### config.mk
export PLATFORM = sky130hd
export DESIGN_NAME = round_sequencer
export DESIGN_NICKNAME = d
export VERILOG_FILES = /design/src/rtl/round_sequencer.sv
export SDC_FILE = /design/constraint.sdc
export NUM_CORES = 1
export LEC_CHECK = 0
export CAP_MARGIN = 20
export CORE_MARGIN = 3
export CORE_UTILIZATION = 25
export DETAILED_ROUTE_END_ITERATION = 10
export GPL_TIMING_DRIVEN = 0
export SLEW_MARGIN = 10
export SYNTH_ARGS = -nofsm -noshare
export SYNTH_HDL_FRONTEND = slang
export SYNTH_SLANG_ARGS = --single-unit
### constraint.sdc
create_clock -name clk -period 2.4 [get_ports clk]
set_input_delay 0.48 -clock clk [delete_from_list [all_inputs] [get_ports clk]]
set_output_delay 0.48 -clock clk [all_outputs]
set_load 0.02 [all_outputs]
### src/rtl/round_sequencer.sv
// Turn-level controller for the two-player fight: gathers commits, strobes actionEnable, scores health.
// Optional `define SUDDEN_DEATH_EN keeps playing past the turn limit while health is tied.
module round_sequencer #(
  parameter int MAX_TURNS   = 30,
  parameter int TURN_W      = 8,
  parameter int TIMEOUT_CYC = 1000,
  parameter int SETTLE_CYC  = 2
) (
  input  logic              clk,
  input  logic              reset,
  input  logic              start,
  input  logic              commit1,
  input  logic              commit2,
  input  logic [1:0]        health1,
  input  logic [1:0]        health2,
  output logic              actionEnable,
  output logic              isGameOver,
  output logic              player_reset,
  output logic              force_await1,
  output logic              force_await2,
  output logic [1:0]        winner,
  output logic [TURN_W-1:0] turn_count
);

  typedef enum logic [2:0] {IDLE, CLR, ARM, FIRE, SETTLE, CHECK, OVER} state_t;

  localparam int CNT_MAX = (TIMEOUT_CYC > SETTLE_CYC) ? TIMEOUT_CYC : SETTLE_CYC;
  localparam int CNT_W   = $clog2(CNT_MAX + 1);

  state_t            state, state_n;
  logic [CNT_W-1:0]  cnt, cnt_n;
  logic              action_n, over_n, preset_n, fa1_n, fa2_n;
  logic [1:0]        winner_n;
  logic [TURN_W-1:0] turn_n, turn_inc;
  logic              h1_zero, h2_zero, at_limit;

  assign turn_inc = (&turn_count) ? turn_count : turn_count + 1'b1;
  assign h1_zero  = (health1 == 2'd0);
  assign h2_zero  = (health2 == 2'd0);
`ifdef SUDDEN_DEATH_EN
  assign at_limit = (turn_inc >= TURN_W'(MAX_TURNS));
`else
  assign at_limit = (turn_inc == TURN_W'(MAX_TURNS));
`endif

  always_ff @(posedge clk) begin
    if (!reset) begin
      state        <= IDLE;
      cnt          <= '0;
      actionEnable <= 1'b0;
      isGameOver   <= 1'b0;
      player_reset <= 1'b1;
      force_await1 <= 1'b0;
      force_await2 <= 1'b0;
      winner       <= 2'b00;
      turn_count   <= '0;
    end else begin
      state        <= state_n;
      cnt          <= cnt_n;
      actionEnable <= action_n;
      isGameOver   <= over_n;
      player_reset <= preset_n;
      force_await1 <= fa1_n;
      force_await2 <= fa2_n;
      winner       <= winner_n;
      turn_count   <= turn_n;
    end
  end

  // Outputs are computed for the state being entered, so each register reflects the current state.
  always_comb begin
    state_n  = state;
    cnt_n    = cnt;
    action_n = 1'b0;
    over_n   = 1'b0;
    preset_n = 1'b1;
    fa1_n    = force_await1;
    fa2_n    = force_await2;
    winner_n = winner;
    turn_n   = turn_count;
    case (state)
      IDLE: begin
        if (start) begin
          state_n  = CLR;
          preset_n = 1'b0;
          turn_n   = '0;
          winner_n = 2'b00;
        end
      end
      CLR: begin
        state_n = ARM;
        cnt_n   = '0;
        fa1_n   = 1'b0;
        fa2_n   = 1'b0;
      end
      ARM: begin
        if (commit1 && commit2) begin
          state_n  = FIRE;
          action_n = 1'b1;
          fa1_n    = 1'b0;
          fa2_n    = 1'b0;
          cnt_n    = '0;
        end else if (cnt == CNT_W'(TIMEOUT_CYC - 1)) begin
          state_n  = FIRE;
          action_n = 1'b1;
          fa1_n    = ~commit1;
          fa2_n    = ~commit2;
          cnt_n    = '0;
        end else begin
          cnt_n = cnt + 1'b1;
        end
      end
      FIRE: begin
        state_n = SETTLE;
        fa1_n   = 1'b0;
        fa2_n   = 1'b0;
        cnt_n   = '0;
      end
      SETTLE: begin
        if (cnt == CNT_W'(SETTLE_CYC - 1)) begin
          state_n = CHECK;
          cnt_n   = '0;
        end else begin
          cnt_n = cnt + 1'b1;
        end
      end
      CHECK: begin
        turn_n  = turn_inc;
        state_n = ARM;
        cnt_n   = '0;
        // A knockout outranks the turn limit; {h1_zero,h2_zero} maps directly onto the winner code.
        if (h1_zero || h2_zero) begin
          state_n  = OVER;
          over_n   = 1'b1;
          winner_n = {h1_zero, h2_zero};
        end else if (at_limit) begin
          if (health1 > health2) begin
            state_n  = OVER;
            over_n   = 1'b1;
            winner_n = 2'b01;
          end else if (health1 < health2) begin
            state_n  = OVER;
            over_n   = 1'b1;
            winner_n = 2'b10;
          end else begin
`ifdef SUDDEN_DEATH_EN
            state_n = ARM;
`else
            state_n  = OVER;
            over_n   = 1'b1;
            winner_n = 2'b11;
`endif
          end
        end
      end
      OVER: begin
        over_n = 1'b1;
        if (start) begin
          state_n  = CLR;
          over_n   = 1'b0;
          preset_n = 1'b0;
          turn_n   = '0;
          winner_n = 2'b00;
        end
      end
      default: state_n = IDLE;
    endcase
  end

endmodule
---- After elaboration in Yosys (flattened, before gate mapping) ----
Cells that the tools add are included.
storage, ports and cells
  output and inout bits ................... 15
  flip-flop bits (word level) ............. 28
  input port bits ......................... 9
  word-level logic and storage cells ...... 78
operators by class
  $lt $le $gt $ge ......................... 2
  muxes and demuxes ....................... 32
  reductions and logical operators ........ 18
  bitwise logic cells ..................... 2
  add/subtract/negate cells ............... 2
  equal/unequal tests ..................... 13
operators with widths
  cell                     number
  $mux W10                 3
  $pmux W10 S3             1
  $mux W3                  6
  $pmux W3 S6              1
  $mux W8                  2
  $pmux W8 S2              1
  $add A10 B1 Y10 const B  1
  $eq A10 B1 Y1 const B    1
  $eq A10 B10 Y1 const B   1
  $mux W1                  10
  $eq A3 B3 Y1 const B     3
  $add A8 B1 Y8 const B    1
  $eq A8 B5 Y1 const B     1
  $mux W2                  4
  $reduce_and A2 Y1        4
  $reduce_and A8 Y1        1
  $eq A3 B2 Y1 const B     2
  $ne A3 B3 Y1 const B     2
  $pmux W1 S2              3
  $reduce_and A3 Y1        2
  $logic_not A2 Y1         2
  $pmux W2 S2              1
  $reduce_bool A2 Y1       2
  $reduce_or A2 Y1         2
  other kinds (11)         12

---- Depth between registers and ports, before layout ----
Gate-level depths: netlist of run 1.
  word-level depth ........................ 6
  depth in mapped cells ................... 7
  depth with buffers taken out ............ 7

---- Worst setup path after synthesis of run 1 ----
Ideal clock, no wire load.
  path kind ............................... register -> register
  start ................................... register turn_count[0]
  end ..................................... register winner[0]
  slack ................................... 0.645 ns
  data required time ...................... 2.328 ns
  arrival ................................. 1.683 ns
  stages on the path, launching flop included .. 6
  library setup time ...................... 0.072 ns
  period minus slack after synthesis ...... 1.755 ns
  buffers on the path ..................... 0
  path through ............................ dfxtp_1 -> ha_1 -> nor3b_1 -> o2111ai_1 -> o21ai_0 -> mux2i_1
on the way
  longest elaborated chain between the ends .. 5
  elaborated cells between the ends (all ways) .. 6
  classes of those cells .................. add/sub (1); eq/ne (2); mux (1); reduce/logical (2)
RTL lines
  item                                                       line  source
  start: declaration                                         22    output logic [TURN_W-1:0] turn_count
  start signal: assignment                                   66    turn_count <= turn_n;
  $add A8 B1 Y8 / $reduce_and A8 Y1 (equally long branches)  37    assign turn_inc = (&turn_count) ? turn_count : turn_count + 1'b1;
  $mux W8 (*)                                                37
  $eq A8 B5 Y1 (*)                                           43    assign at_limit = (turn_inc == TURN_W'(MAX_TURNS));
  $ne A3 B3 Y1 (no source line) (*)                          -
  $reduce_and A3 Y1 (no source line) (*)                     -
  end signal: assignment                                     65    winner <= winner_n;
  end: declaration                                           21    output logic [1:0] winner,
Every way passes the cells marked *; elsewhere a longest branch is shown, timed or not.
A chain may end at the register's enable or synchronous reset.

---- Final worst setup path of run 1 ----
  start ................................... register cnt[0]
  end ..................................... register cnt[9]
on the way
  longest elaborated chain between the ends .. 4
  elaborated cells between the ends (all ways) .. 7
  classes of those cells .................. add/sub (1); eq/ne (2); mux (4)
RTL lines
  item                                                      line           source
  start: declaration                                        31             logic [CNT_W-1:0] cnt, cnt_n;
  start signal: assignment                                  59             cnt <= cnt_n;
  $add A10 B1 Y10 / $eq A10 B10 Y1 (equally long branches)  110, 124, 103
  $mux W10                                                  103            end else if (cnt == CNT_W'(TIMEOUT_CYC - 1)) begin
  $mux W10                                                  97             if (commit1 && commit2) begin
  $pmux W10 S3 (*)                                          81             case (state)
Marked as above.

==> metrics, run 1 <==
sequential share of power 0.526; final hold slack around 0.46 ns; Detailed Routing Iterations Pass 1 4; DP Area between 1500 and 2000 µm²; CP max FO 10; Reg2Reg Setup Slack about 0.44 ns; CP arrival ~2.1 ns; Buffers on Ports 22; syn_area_per_cell 8.29 µm²; Placer Congestion around 0.77; Final Max Tran Viols 0; core box area roughly 5700 µm²; CP peak stage delay around 0.43 ns; Initial Util 0.267; Post-synth top flop dfxtp_1; share of cells above drive strength 1 0.0571; critical path required time 2.54 ns; post-detail-place hpwl approximately 2600 µm; Antenna Nets Post-Route 0; Post-synth EDFFs 0; clk_lat worst skew roughly 0.27 ns; post-CTS setup buffer count 0; Final Net Count between 200 and 250; Max Clock Freq between 500 and 600 MHz; Post-Synthesis Cells 184; Final Util 0.331; Worst-path clk slew 0.10 ns; Max Cap Viol 0; Syn Std Cell Area approximately 1500 µm²; largest net degree at the start of global routing 16; routed vias ~1400; RSZ-0062 raised after global routing no; Async SR Flop Fraction 0; initial antenna violation count 0; Die Height about 84 µm; CP Capture Type register; Hold Path Class register to register; largest area contributor in the netlist dfxtp_1; Worst VDD drop 0.247 mV; final setup vio count 0; post-route cell area 1890 µm²; total power 939 µW; leakage around 0.7 nW; Syn Nets between 150 and 200; # DRC 0; Max-slew headroom 0.424; DIE WIDTH around 84 µm; row cnt 27; CP Class register to register; IO Pins 24; global-route usage over all layers 0.0998; first-pass GRT wire length between 5000 and 6000 µm; clock root buffer master clkbuf_8; Post-synth top cells dfxtp_1, nor2_1, nand2_1; Area Growth Syn to Fin 24.0%; net switching power 252 µW; status complete, no violations; cell with the most instances after synthesis dfxtp_1; Initial DRC Count 36; DR WL/cell ~12 µm; CP cell instances ha_1 > nand3_1 > o41ai_2 > nand3_2 > o2111ai_1 > nor2_1; CTS Hold Buffers Added 0; Yosys top cell area share 0.368; Final Critical Period 1.96 ns; full die area ~7100 µm²; CTS Buf Count 3; library cells used by synthesis between 40 and 50; final worst path period share 0.817; PwrDens between 400 and 500 nW/µm²; Combinational Power Share 0.158; Max Clock Skew 0.00325 ns; CTS tree built; maximum clock insertion buffer count 2; setup tns final 0 ns; Critical Path Slowest Stage Cell dfxtp_1; crit path buf inv count 0; CTS resizes 0; flops & latches, synth 28; Syn. warnings 0; Slew @ Worst Pin around 0.86 ns; Fillers 609; crit start category register; Final Hold Fails 0; clock share of power 0.316; vias in the first global route around 1300; total grt overflow 0; ranking of synthesized cells by area dfxtp_1, nor2_1, ha_1; switching part of the total 0.268; Top delay family on crit path compound AO/OA/AOI/OAI gates; ANT cells 0; Vias/cell just under 5; H-tree Lvls 1; Seq/Total Area, Yosys 0.368; Routed WL around 3400 µm; Int Pwr 687 µW; clock sinks 28
-- layout make-up --
class / count / area (µm²) / area share
Multi-Input combinational cell: 142 / 910 / 0.481
Buffer: 6 / 25.0 / 0.0132
Clock buffer: 4 / 55.1 / 0.0291
Sequential cell: 28 / 561 / 0.296
Inverter: 8 / 30.0 / 0.0159
Timing Repair Buffer: 22 / 220 / 0.116
Tap cell: 72 / 90.1 / 0.0477
-- power groups by stage --
stage,registers [mW],logic (mW),clock network (mW)
floorplan,0.507,0.0965,0
global placement,0.504,0.149,0
detailed placement,0.505,0.150,0
CTS,0.494,0.151,0.315
global route,0.497,0.167,0.338
finish,0.494,0.149,0.297
-- cell usage in the layout, fill, tap and decap left out, drive strengths merged, types with 2 or more instances in the layout --
cell type,Yosys,routed
dfxtp,28,28
nor2,26,26
clkdlybuf4s50,0,22
nand2,17,17
nand3,14,14
inv,8,8
clkbuf,4,8
a21oi,7,7
xor2,7,7
nand4,7,7
nor3,6,6
ha,6,6
xnor2,4,4
a211oi,4,4
o21ai,4,4
nor3b,3,3
mux2i,3,3
and3,3,3
nand2b,2,2
and4,2,2
o2111ai,2,2
nor4,2,2
a31oi,2,2
or4b,2,2
buf,2,2
-- cells by family (layout without fill, tap and decap cells) --
group           after synthesis  after routing  synth area share
mux                           3              3            0.0197
fa+ha+maj                     6              6            0.0492
compound gates               31             31             0.153
xor+xnor                     11             11            0.0632
simple gates                 91             91             0.312
flops                        28             28             0.368
buf+inv                      14             40            0.0361
-- flip-flops by register name, summed over array words and instances, names as in the netlist --
register      cells
turn_count        8
cnt              10
actionEnable      1
isGameOver        1
force_await2      1
player_reset      1
state             3
force_await1      1
winner            2
-- final timing paths --
path,startpoint,end,cells past startpoint
max,cnt[0],cnt[9],6
min,winner[1],winner[1],2
max reg2reg,cnt[0],cnt[9],6
min reg2reg,winner[1],winner[1],2
-- routing by layer --
layer,global-route usage,up-vias,part of all wire
li1,-,721,-
met1,0.126,636,0.48
met2,0.168,23,0.46
met3,0.0267,4,0.046
met4,0.0263,0,0.0095
met5,0,-,0
-- stage by stage --
step,instances,worst slack [ns]
after global placement,278,0.255
after global routing,282,0.222
final,282,0.439
after detailed placement,278,0.242
after floorplan,184,0.645
after CTS,282,0.403
-- worst register-to-register path: cells and delay by family (launching register included) --
kind,cells,cell delay [ns]
DFF,1,0.43
adders and majority gates,1,0.27
AOI/OAI and AO/OA,2,0.74
and+or+nand+nor,3,0.39
No activity file was read; power rests on OpenSTA's default activity.
==> inputs of run 2 (changes only) <==
Clock period 2.4 ns to 2 ns, I/O delays scaled along.
==> run 2 against run 1 <==
  * Clock-buffer cell count unchanged
  * Design area up 2.5%
  * Die area unchanged
  * First-iteration DRC count up 25%
  * Clock skew up 0.0020 ns
  * Clock power up 19%
==> metrics, run 2 (same netlist as run 1, synthesis figures left out) <==
status complete, no violations (unchanged); CTS Hold Buffers Added 0 (unchanged); initial antenna violation count 0 (unchanged); global-route usage over all layers 0.0998 (unchanged); Max Cap Viol 0 (unchanged); core box area 5710 µm² (unchanged); post-detail-place hpwl 2570 µm (unchanged); Max-slew headroom 0.597 (was 0.424); routed vias 1384 (unchanged); row cnt 27 (unchanged); largest net degree at the start of global routing 16 (unchanged); Initial Util 0.267 (unchanged); Critical Path Slowest Stage Cell or4b_1 (was dfxtp_1); DR WL/cell 12.1 µm (was 11.9 µm); Vias/cell 4.87 (was 4.91); crit path from cnt[0] (unchanged); CP arrival 2.08 ns (was 2.10 ns); final worst slack 0.123 ns (was 0.439 ns); Final Max Tran Viols 0 (unchanged); Largest regs cnt: 10 flops, turn_count: 8 flops, state: 3 flops (unchanged); clock root buffer master clkbuf_8 (unchanged); full die area 7070 µm² (unchanged); share of cells above drive strength 1 0.0943 (was 0.0571); CTS Buf Count 3 (unchanged); DIE WIDTH 84.1 µm (unchanged); Final Net Count 228 (was 226); crit start category register (unchanged); Initial DRC Count 45 (was 36); Max Clock Skew 0.00520 ns (was 0.00325 ns); vias in the first global route 1292 (unchanged); Detailed Routing Iterations Pass 1 4 (unchanged); most frequent cells in the layout nor2_1, dfxtp_1, clkdlybuf4s50_1, nand2_1, nand3_1 (was dfxtp_1, nor2_1, clkdlybuf4s50_1, nand2_1, nand3_1); Worst-path clk slew 0.10 ns (about the same); total grt overflow 0 (unchanged); Max Clock Freq 533 MHz (was 510 MHz); Final Critical Period 1.88 ns (was 1.96 ns); max reg flops 10 (unchanged); Hold Path Class register to register (unchanged); leakage 0.691 nW (was 0.686 nW); critical path required time 2.20 ns (was 2.54 ns); Area Growth Syn to Fin 27.1% (was 24.0%); setup tns final 0 ns (unchanged); final worst path period share 0.938 (was 0.817); final setup vio count 0 (unchanged); # DRC 0 (unchanged); post-route cell area 1940 µm² (was 1890 µm²); worst slack, placed -0.0778 ns (was 0.242 ns); largest register by flop count cnt (unchanged); Slew @ Worst Pin 0.605 ns (was 0.863 ns); DP Area 1840 µm² (unchanged); clk_lat worst skew 0.28 ns (was 0.27 ns); Placer Congestion 0.769 (unchanged); worst flop-to-flop path startpoint cnt[0] (unchanged); H-tree Lvls 1 (unchanged); Final Util 0.339 (was 0.331); CP max FO 5 (was 10); Worst VDD drop 0.297 mV (was 0.247 mV); Antenna Nets Post-Route 0 (unchanged); CP Capture Type register (unchanged); Routed WL 3450 µm (was 3370 µm); CP Class register to register (unchanged); Die Height 84.1 µm (unchanged); hold_sp winner[1] (unchanged); maximum clock insertion buffer count 2 (unchanged); ANT cells 0 (unchanged); CTS tree built (unchanged); Buffers on Ports 22 (unchanged); CP peak stage delay 0.53 ns (was 0.43 ns); Final Hold Fails 0 (unchanged); CP cell instances ha_2 > nand3_1 > o41ai_4 > nand3_2 > or4b_1 > o21ai_0 (was ha_1 > nand3_1 > o41ai_2 > nand3_2 > o2111ai_1 > nor2_1); IO Pins 24 (unchanged); PwrDens 584 nW/µm² (was 497 nW/µm²); clock sinks 28 (unchanged); Reg2Reg Setup Slack 0.12 ns (was 0.44 ns); first-pass GRT wire length 5980 µm (unchanged)
-- run 2: changes by cell type in the layout (fill, tap and decap cells not counted), moves of 2 or more --
cell     delta
buf_4       +2
dfxtp_1     -2
dfxtp_2     +2
ha_1        -2
ha_2        +2
-- run 2: timing repair --
action                     CTS  global route
gates resized for setup      0             8
setup endpoints to repair    0            16
setup buffers                0             2
-- run 2: routing by layer --
metal	global-route usage	part of all wire
met1	0.126	0.47
met2	0.168	0.47
met3	0.0267	0.044
met4	0.0263	0.0070
met5	0	0
-- run 2: through the flow --
stage	hold slack (ns)	power (mW)	std cells
final	0.464	1.13	284
after global routing	0.495	1.21	284
after CTS	0.466	1.15	282
after detailed placement	0.453	0.786	278
after global placement	0.455	0.783	278
after floorplan	0.472	0.725	184
-- run 2: path summary, 6_finish.rpt --
kind | end | cells after the start
setup reg to reg | force_await2 | 6
setup / recovery | force_await2 | 6
hold / removal | winner[1] | 2
hold reg to reg | winner[1] | 2
-- run 2: power breakdown --
group,internal [mW],switching (mW),leakage (nW),total (mW)
Combinational,0.0766,0.107,0.435,0.184
Sequential,0.577,0.0174,0.227,0.594
Clock,0.176,0.178,0.0288,0.354
Total,0.830,0.303,0.691,1.13
-- run 2: worst max-delay path, delay by kind of cell, from the launching register on --
kind,cells,cell delay (ns)
DFF,1,0.39
and+or+nand+nor,3,0.82
AOI/OAI and AO/OA,2,0.38
adders and majority gates,1,0.23
-- run 2: layout make-up --
cell class	instances	area (µm²)
repair buffers	24	235
well taps	72	90.1
fillers	604	3770
flip-flops and latches	28	563
multi-input cells	142	940
clock buffers	4	55.1
inverters	8	30.0
plain buffers	6	25.0
==> inputs of run 3 (changes only) <==
Settings changed: GPL_TIMING_DRIVEN 0 to unset.
==> run 3 against run 2 <==
  * Flip-flop and latch count unchanged
  * Utilization up 0.94 points
  * Clock-buffer cell count unchanged
  * Via count grew 0.51%
  * Clock skew is 0.0025 ns higher
  * Final cell count grew 2.5%
  * Critical path depth fell by 5
  * Power is 2.0% higher
  * Register-to-register slack gained 0.05 ns
  * Sequential power hardly changed
  * Global-route usage rose by 0.096 points
  * Design area is 2.8% higher
==> metrics, run 3 (same netlist as run 1, synthesis figures left out) <==
worst r2r path cells 6 (unchanged); Critical Path Slowest Stage Cell clkdlybuf4s50_1 (was or4b_1); # DRC 0 (unchanged); Initial DRC Count 80 (was 45); setup tns final 0 ns (unchanged); clock sinks 28 (unchanged); Antenna Nets Post-Route 0 (unchanged); Area Growth Syn to Fin 30.6% (was 27.1%); hold_sp winner[1] (unchanged); met1 wire length 1740 µm (was 1640 µm); met3 WL post-DR 112 µm (was 152 µm); Hold Crit Depth 2 (unchanged); clock root buffer master clkbuf_8 (unchanged); Max Clock Skew 0.00774 ns (was 0.00520 ns); Largest regs cnt: 10 flops, turn_count: 8 flops, state: 3 flops (unchanged); Max Used Layer met4 (unchanged); CTS Buf Count 3 (unchanged); CP Class register to output port (was register to register); routed vias 1391 (was 1384); max reg flops 10 (unchanged); crit path buf inv count 1 (was 0); Final Max Tran Viols 0 (unchanged); Max Cap Viol 0 (unchanged); final non-filler cell total 291 (was 284); total grt overflow 0 (unchanged); post-CTS setup buffer count 0 (unchanged); Met2 Routed Length 1520 µm (was 1640 µm); leakage 0.746 nW (was 0.691 nW); final worst path period share 0.920 (was 0.938); status complete, no violations (unchanged); CP max FO 9 (was 5); H-tree Lvls 1 (unchanged); commonest non-fill, non-tap cell in the layout dfxtp_1; core box area 5710 µm² (unchanged); Slew @ Worst Pin 0.488 ns (was 0.605 ns); CP cell instances clkdlybuf4s50_1 (was ha_2 > nand3_1 > o41ai_4 > nand3_2 > or4b_1 > o21ai_0); maximum clock insertion buffer count 2 (unchanged); Routed WL 3400 µm (was 3450 µm); initial antenna violation count 0 (unchanged); CP arrival 1.44 ns (was 2.08 ns); PwrDens 580 nW/µm² (was 584 nW/µm²); Final Net Count 235 (was 228); Placer Congestion 0.779 (was 0.769); global-route usage over all layers 0.101 (was 0.0998); worst flop-to-flop path startpoint turn_count[1] (was cnt[0]); DIE WIDTH 84.1 µm (unchanged); Hold Path Class register to register (unchanged); critical path required time 1.60 ns (was 2.20 ns); CTS tree built (unchanged); FF-to-FF End state[2] (was force_await2); CP Capture Type output port (was register); Top delay family on crit path buffers and inverters (was simple AND/OR/NAND/NOR gates); Max Clock Freq 543 MHz (was 533 MHz); post-detail-place hpwl 2600 µm (was 2570 µm); Vias/cell 4.78 (was 4.87); final setup vio count 0 (unchanged); Buffers on Ports 23 (was 22); share of cells above drive strength 1 0.110 (was 0.0943); Final Hold Fails 0 (unchanged); Worst-path clk slew 0.10 ns (about the same); full die area 7070 µm² (unchanged); IO Pins 24 (unchanged); clk_lat worst skew 0.28 ns (about the same); vias in the first global route 1303 (was 1292); Max-slew headroom 0.674 (was 0.597); Final Critical Period 1.84 ns (was 1.88 ns); row cnt 27 (unchanged); CTS Hold Buffers Added 0 (unchanged); Fillers 580 (was 604); ANT cells 0 (unchanged); Detailed Routing Iterations Pass 1 4 (unchanged); most frequent cells in the layout dfxtp_1, nor2_1, clkdlybuf4s50_1, nand2_1, buf_4 (was nor2_1, dfxtp_1, clkdlybuf4s50_1, nand2_1, nand3_1); Die Height 84.1 µm (unchanged); placed insts 287 (was 278); largest net degree at the start of global routing 16 (unchanged); RSZ-0062 raised after global routing no; Worst VDD drop 0.261 mV (was 0.297 mV); CTS resizes 0 (unchanged); largest register by flop count cnt (unchanged); crit start category register (unchanged); Hold Path Sink winner[1] (unchanged); Reg2Reg Setup Slack 0.17 ns (was 0.12 ns); DR WL/cell 11.7 µm (was 12.1 µm); Initial Util 0.267 (unchanged); CP peak stage delay 0.67 ns (was 0.53 ns); first-pass GRT wire length 6060 µm (was 5980 µm)
-- run 3: changes by cell type in the layout (fill, tap and decap cells not counted), sizes merged --
cell           delta
clkdlybuf4s50     +1
clkbuf            -4
buf              +10
-- run 3: routing by layer --
metal,global-route usage,vias to the layer above
li1,-,732
met1,0.137,637
met2,0.158,18
met3,0.0227,4
met4,0.0307,0
met5,0,-
-- run 3: final cells by class --
type                            instances  area (µm²)  area share
Tap cell                               72        90.1      0.0452
Timing Repair Buffer                   37         335       0.168
Clock buffer                            4        55.1      0.0276
Inverter                                8        30.0      0.0151
Sequential cell                        28         561       0.281
Multi-Input combinational cell        142         921       0.462
-- run 3: worst max-delay path by stage --
stage	from	slack, ns	end	depth (start not counted)
3_3_place_gp	start	0.1	winner[1]	5
2_1_floorplan	turn_count[0]	0.25	winner[0]	5
5_1_grt	cnt[1]	0.01	force_await2	6
3_5_place_dp	start	0.07	winner[0]	5
4_1_cts	cnt[1]	0.15	force_await2	6
6_report	turn_count[2]	0.16	turn_count[2]	1
-- run 3: stage by stage --
stage | instance area [µm²] | util | total power, mW | setup slack, ns | hold slack, ns
2_1_floorplan | 1530 | - | 0.725 | 0.245 | 0.472
3_3_place_gp | 1930 | 0.337 | 0.805 | 0.0997 | 0.455
3_5_place_dp | 1930 | 0.337 | 0.808 | 0.0736 | 0.457
4_1_cts | 1980 | 0.347 | 1.16 | 0.148 | 0.472
5_1_grt | 1990 | 0.349 | 1.22 | 0.0112 | 0.488
6_report | 1990 | 0.349 | 1.16 | 0.159 | 0.466
-- run 3: power breakdown --
part / switching, mW / internal, mW
clock: 0.183 / 0.176
combinational: 0.106 / 0.0936
sequential: 0.0197 / 0.575
